File: config.mk
export PLATFORM = sky130hd
export DESIGN_NAME = slice_stream_ctrl
export DESIGN_NICKNAME = d
export VERILOG_FILES = /design/src/rtl/slice_stream_ctrl.sv
export SDC_FILE = /design/constraint.sdc
export NUM_CORES = 1
export LEC_CHECK = 0
export CAP_MARGIN = 20
export CORE_MARGIN = 5
export CORE_UTILIZATION = 38
export CTS_CLUSTER_SIZE = 16
export DETAILED_ROUTE_END_ITERATION = 8
export PLACE_DENSITY = 0.76
export SLEW_MARGIN = 25
export SYNTH_ARGS = -nofsm -noshare
export SYNTH_HDL_FRONTEND = slang
export SYNTH_SLANG_ARGS = --single-unit
export TNS_END_PERCENT = 20
File: constraint.sdc
create_clock -name clk -period 1.4 [get_ports clk]
set_input_delay 0.21 -clock clk [delete_from_list [all_inputs] [get_ports clk]]
set_output_delay 0.21 -clock clk [all_outputs]
set_load 0.005 [all_outputs]
File: src/rtl/slice_stream_ctrl.sv
// Sequences the test-vector reader and streams its words as ordered 25-bit Keccak slices.
// Optional SLICE_PARITY_EN adds a registered per-column parity output alongside out_data.
module slice_stream_ctrl #(
  parameter int LINES  = 64,
  parameter int WIDTH  = 25,
  parameter int FILE_W = 10,
  parameter int IDX_W  = $clog2(LINES)
) (
  input  logic              clk,
  input  logic              rst,
  input  logic              start,
  input  logic [FILE_W-1:0] file_idx_in,
  output logic              busy,
  output logic              read_file,
  output logic [FILE_W-1:0] file_index,
  output logic [IDX_W-1:0]  line_index,
  input  logic [WIDTH-1:0]  data_in,
  output logic              out_valid,
  input  logic              out_ready,
  output logic [WIDTH-1:0]  out_data,
  output logic [IDX_W-1:0]  out_slice,
  output logic              out_last,
  output logic              done
`ifdef SLICE_PARITY_EN
  ,
  output logic [4:0]        col_parity
`endif
);

  // state  | meaning
  // IDLE   | waiting for start
  // LOAD   | one-cycle read_file strobe to the reader
  // STREAM | sweeping line_index, feeding the output register
  // DONE   | one-cycle done pulse
  typedef enum logic [1:0] {IDLE, LOAD, STREAM, DONE} state_t;

  state_t           state, state_nx;
  logic [IDX_W:0]   ptr;
  logic             exhausted;
  logic             xfer;
  logic             capture;

  assign exhausted  = ptr[IDX_W];
  // Saturate at the final line instead of wrapping back to 0 once exhausted.
  assign line_index = exhausted ? {IDX_W{1'b1}} : ptr[IDX_W-1:0];

`ifdef SLICE_PARITY_EN
  function automatic logic [4:0] fold_parity(input logic [WIDTH-1:0] d);
    logic [4:0] p;
    p = '0;
    for (int x = 0; x < 5; x++)
      for (int y = 0; y < 5; y++)
        p[x] = p[x] ^ d[5*y+x];
    return p;
  endfunction
`endif

  always_comb begin
    state_nx  = state;
    xfer      = out_valid && out_ready;
    capture   = (state == STREAM) && !exhausted && (!out_valid || out_ready);
    busy      = (state != IDLE);
    read_file = (state == LOAD);
    done      = (state == DONE);
    case (state)
      IDLE:    if (start) state_nx = LOAD;
      LOAD:    state_nx = STREAM;
      STREAM:  if (xfer && out_last) state_nx = DONE;
      DONE:    state_nx = IDLE;
      default: state_nx = IDLE;
    endcase
  end

  always_ff @(posedge clk or posedge rst) begin
    if (rst) state <= IDLE;
    else     state <= state_nx;
  end

  always_ff @(posedge clk or posedge rst) begin
    if (rst) begin
      file_index <= '0;
      ptr        <= '0;
      out_valid  <= 1'b0;
      out_data   <= '0;
      out_slice  <= '0;
      out_last   <= 1'b0;
`ifdef SLICE_PARITY_EN
      col_parity <= '0;
`endif
    end else begin
      if (state == IDLE && start) begin
        file_index <= file_idx_in;
        ptr        <= '0;
      end
      if (capture) begin
        out_data  <= data_in;
        out_slice <= ptr[IDX_W-1:0];
        out_last  <= (ptr[IDX_W-1:0] == IDX_W'(LINES-1));
        out_valid <= 1'b1;
        ptr       <= ptr + (IDX_W+1)'(1);
`ifdef SLICE_PARITY_EN
        col_parity <= fold_parity(data_in);
`endif
      end else if (xfer) begin
        out_valid <= 1'b0;
      end
    end
  end

endmodule

After elaboration in Yosys (flattened, before gate mapping) --
Cells that the tools add are included. Widths: inputs -> output; s select.
Operators by class: add/subtract/negate cells 1, equal/unequal tests 6, mux-type cells 8, reduce and logical (&&, ||, !) cells 13
Operators with widths (count):
- $mux 7 | 2
- $pmux 2 s4 | 1
- $add 7x1->7 const B | 1
- $eq 6x6->1 const B | 1
- $mux 6 | 1
- $reduce_bool 2->1 | 3
- $logic_and 1x1->1 | 5
- $eq 2x2->1 const B | 2
- $mux 2 | 2
- $eq 2x1->1 const B | 1
- $logic_not 1->1 | 2
- $logic_not 2->1 | 1
- $mux 1 | 2
- $ne 2x1->1 const B | 1
- $ne 2x2->1 const B | 1
- $reduce_and 2->1 | 1
- $logic_or 1x1->1 | 1
Storage, ports and cells: register bits 52, input bits 39

Longest topological paths before layout --
Gate-level depths: netlist of the first run.
depth after elaboration 4, depth in mapped cells 8, gate-level depth less buffers 6

Worst setup path before layout of the first run --
Ideal clock, no wire load.
path kind reg-to-reg, start point register state[0], end point register file_index[0], library setup time 125 ps, arrival 1350 ps, setup slack -74 ps, cell stages (with the launch flop) 6, buffers on the path 1, path through dfrtp_1 > inv_1 > ha_1 > and2_1 > buf_2 > mux2_2
On the way: word-level cells in the longest chain between the ends 2
RTL lines:
- from (decl) | line 37 | state_t state, state_nx;
- from (signal assigned) | line 76 | else state <= state_nx;
- $logic_not 2->1 | line 91 | if (state == IDLE && start) begin
- $logic_and 1x1->1 | line 91
- to (signal assigned) | line 92 | file_index <= file_idx_in;
- to (decl) | line 15 | output logic [FILE_W-1:0] file_index,
No other way between the ends. A chain may end at the register's enable or synchronous reset.

Worst setup path in the final report of the first run --
start point register ptr[6], end point output port line_index[2]
On the way: word-level cells in the longest chain between the ends 1
RTL lines:
- from (decl) | line 38 | logic [IDX_W:0] ptr;
- from (signal assigned) | line 100 | ptr <= ptr + (IDX_W+1)'(1);
- $mux 6 | line 45 | assign line_index = exhausted ? {IDX_W{1'b1}} : ptr[IDX_W-1:0];
- to (decl) | line 16 | output logic [IDX_W-1:0] line_index,
No other way between the ends.

==> impl_metrics.csv, run 1 <==
group,metric,value,unit
run_status,status,"finished, violations left",
run_status,violations,"setup timing",
clocking,cts_tree,"built",
power_and_ir_drop,power_density,1929,nW/um^2
final_layout,areaGrowthSynthToFinish,71.46,%
die,die_h,85.34,um
critical_path,worstPathArrival,1290,ps
clocking,clock_latency,300,ps
timing,setup_viol_count_final,44,
timing,max_freq,668.2,MHz
final_layout,final_layout_size_suffix_gt1_frac,0.2559,
power_and_ir_drop,pwr-share-clk,0.141,
clocking,cts_sinks,52,
critical_path,regToRegSetupSlack,-100,ps
timing,tightest_slew,276.2,ps
final_layout,n_fill_cell,427,
placement,port_buffers,90,
die,start_util,0.3917,
timing,layout_setup_ws,-96.60,ps
synthesis,synth_warnings,0,
clocking,root_buffer,"clkbuf_8",
grt,overflow,0,
clocking,clockBufferDepth,2,
power_and_ir_drop,p_leak,2.107,nW
detailed_routing,vias,1863,
critical_path,path_delay_family,"flip-flops",
grt,grt_antenna_before_repair,0,
critical_path,path_cells,"buf_4 > or2_2 > buf_2",
critical_path,rr_endpoint,"ptr[3]",
critical_path,cp.depth,3,
clocking,clkSlewWorstSetupHoldPaths,100,ps
detailed_routing,postRouteWirelength,5620,um
power_and_ir_drop,irDropWorstVdd,0.9622,mV
timing,period_minus_slack,1497,ps
critical_path,startpoint_type,"flop",
placement,gp_congestion,0.7632,
critical_path,cp-startpoint,"ptr[6]",
power_and_ir_drop,p_switching,2.366,mW
synthesis,syn_area_per_cell,9.630,um^2
die,io_pins,91,
placement,post-dp-hpwl,3955,um
power_and_ir_drop,pwr-share-comb,0.517,
critical_path,cpPeakStageDelay,450,ps
power_and_ir_drop,seqPwrFrac,0.342,
timing,timing.final.hold_violations,0,
critical_path,cp_max_fo,4,
critical_path,endpoint,"line_index[2]",
synthesis,synth_cell_types,24,
critical_path,end_kind,"primary output",
critical_path,cp_num_buf_inv,2,
critical_path,critPathKind,"reg -> out",
grt,grt_max_degree,53,
detailed_routing,drt-initial-drc-count,23,
final_layout,nets,383,
synthesis,ys_seq_area_frac,0.6032,
flow_run,max_cap_viol_count,0,
timing,drv_slew,0,
critical_path,critical_path.slowest_cell,"dfrtp_2",
critical_path,r2r_cells,6,
detailed_routing,first_pass_iters,3,
grt,grt_pass1_vias,1921,
critical_path,reg2reg_from,"ptr[6]",
die,fp.dieArea,7283,um^2
grt,grt.total_usage,0.1523,
die,coreArea,5507,um^2
grt,grt_pass1_wl,9045,um
timing,relSlewSlack,0.8159,
timing,rsz0062_at_grt,"true",
final_layout,utilization,0.6717,
detailed_routing,ant_nets,0,
critical_path,critical_path_required,1190,ps
min_path,hold_class,"in -> async",
clocking,cts_made_buffers,5,
detailed_routing,vias_per_cell,4.522,
timing,period_share,1.069,
final_layout,diodes,0,
detailed_routing,wl_per_cell,13.64,um
die,num_rows,27,
detailed_routing,drcViolationCount,0,
synthesis,netlist_instances,224,
die,die-width,85.34,um
clocking,htreeDepth,2,
timing,whs,332.7,ps
synthesis,synth_area,2157,um^2
power_and_ir_drop,internal_power,4.767,mW
synthesis,syn_nets,268,
power_and_ir_drop,p_sw_frac,0.3317,
synthesis,ys_ff_latch,52,
timing,fin_skew,10.35,ps
## worst register-to-register path: cells and delay by family (launching register included)
kind	cells	cell delay [ps]
compound gates	1	70
buf+inv	2	240
flops	1	450
simple gates	3	670
## sequential cells by signal (all words and copies together), names as in the netlist
name,cells
out_last,1
out_data,25
out_slice,6
state,2
ptr,7
out_valid,1
file_index,10
## Yosys cell counts, drive strengths merged
| master | instances | area (um^2) |
|---|---|---|
| nand2 | 108 | 407.9 |
| dfrtp | 52 | 1301 |
| mux2 | 10 | 112.6 |
| buf | 8 | 47.54 |
| inv | 7 | 26.28 |
| o21ai | 7 | 35.03 |
| or2 | 7 | 43.79 |
| ha | 5 | 62.56 |
| a21oi | 4 | 23.77 |
| nand3 | 4 | 20.02 |
| nand2b | 2 | 12.51 |
| nor3 | 2 | 10.01 |
| a2bb2oi | 1 | 8.760 |
| and2 | 1 | 6.260 |
| and2b | 1 | 7.510 |
| nor2 | 1 | 3.750 |
| nor2b | 1 | 6.260 |
| o22a | 1 | 8.760 |
| o22ai | 1 | 6.260 |
| or3 | 1 | 6.260 |
## per-stage QoR
step	setup WS (ps)	area (um^2)	power (mW)	instances	setup TNS, ps
5_1_grt	-145.0	3699	7.654	412	-4412
3_5_place_dp	-86.03	3294	5.851	396	-1980
3_3_place_gp	-39.35	3294	5.731	396	-909.0
6_report	-96.60	3699	7.133	412	-1433
4_1_cts	-77.47	3556	7.206	412	-1914
2_1_floorplan	12.70	2170	3.860	224	0
## kinds of logic after synthesis
| kind of cell | synth area share |
|---|---|
| buf+inv | 0.03422 |
| mux | 0.05221 |
| compound gates | 0.03828 |
| simple gates | 0.2430 |
| flops | 0.6032 |
| fa+ha+maj | 0.02900 |
## layout make-up
class / instances / area, um^2 / share of cell area
tap: 72 / 90.09 / 0.02436
sequential: 52 / 1303 / 0.3522
multi-input combinational: 157 / 912.1 / 0.2466
inverter: 7 / 30.03 / 0.008119
clock inverter: 2 / 35.03 / 0.009472
clock buffer: 6 / 72.57 / 0.01962
timing repair buffer: 116 / 1256 / 0.3396
## power by group through the flow
stage | clock network (mW) | registers [mW] | logic [mW]
final | 1.01 | 2.44 | 3.69
after global routing | 1.10 | 2.52 | 4.03
after CTS | 1.03 | 2.46 | 3.72
after detailed placement | 0 | 2.48 | 3.37
after global placement | 0 | 2.44 | 3.29
after floorplan | 0 | 2.52 | 1.34
## per-layer routing
metal  GRT usage  part of all wire  wire length, um  vias to the layer above
met4     0.03453            0.0027               15                        0
met3     0.05728             0.079              442                        2
met5           0                 0                0                        -
met1      0.1854              0.41             2302                      875
met2      0.2564              0.51             2858                       57
li1            -                 -                -                      929
## cell usage in the layout (no fill, tap or decap), types with 2 or more instances in the layout
| cell | instances |
|---|---|
| a21oi_1 | 3 |
| buf_12 | 7 |
| buf_2 | 3 |
| buf_4 | 12 |
| buf_6 | 10 |
| clkbuf_2 | 2 |
| clkbuf_8 | 5 |
| clkdlybuf4s50_1 | 47 |
| dfrtp_1 | 51 |
| dlygate4sd2_1 | 6 |
| dlymetal6s2s_1 | 28 |
| ha_1 | 3 |
| ha_4 | 2 |
| inv_1 | 3 |
| inv_2 | 3 |
| mux2_2 | 9 |
| nand2_1 | 92 |
| nand2_2 | 10 |
| nand2_4 | 6 |
| nand3_1 | 4 |
| nor3_1 | 2 |
| o21ai_1 | 6 |
| or2_2 | 4 |
| or2_4 | 3 |
## how the worst min path moves through the flow
stage	from	slack (ps)	endpoint
3_3_place_gp	out_data[17]	460	out_data[17]
2_1_floorplan	rst	270	file_index[0]
5_1_grt	rst	370	file_index[5]
6_report	rst	330	ptr[1]
3_5_place_dp	out_data[19]	460	out_data[19]
4_1_cts	rst	340	file_index[5]
## repair_timing
action                     CTS  global route
pin swaps                    5            18
gates cloned                 1             0
setup endpoints to repair   40            84
buffers inserted             7             1
gates resized for setup     61            62
hold buffers                 0             0
Note: power is estimated with default switching activity, not from simulation.
==> run 2: changes to the inputs <==
--- a/config.mk
+++ b/config.mk
@@ -8,7 +8,7 @@
 export CAP_MARGIN = 20
 export CORE_MARGIN = 5
 export CORE_UTILIZATION = 38
-export CTS_CLUSTER_SIZE = 16
+export CTS_CLUSTER_SIZE = 14
 export DETAILED_ROUTE_END_ITERATION = 8
 export PLACE_DENSITY = 0.76
 export SLEW_MARGIN = 25
==> results of run 2 <==
Same layout as run 1: the final DEF is identical, and so are final timing and power.
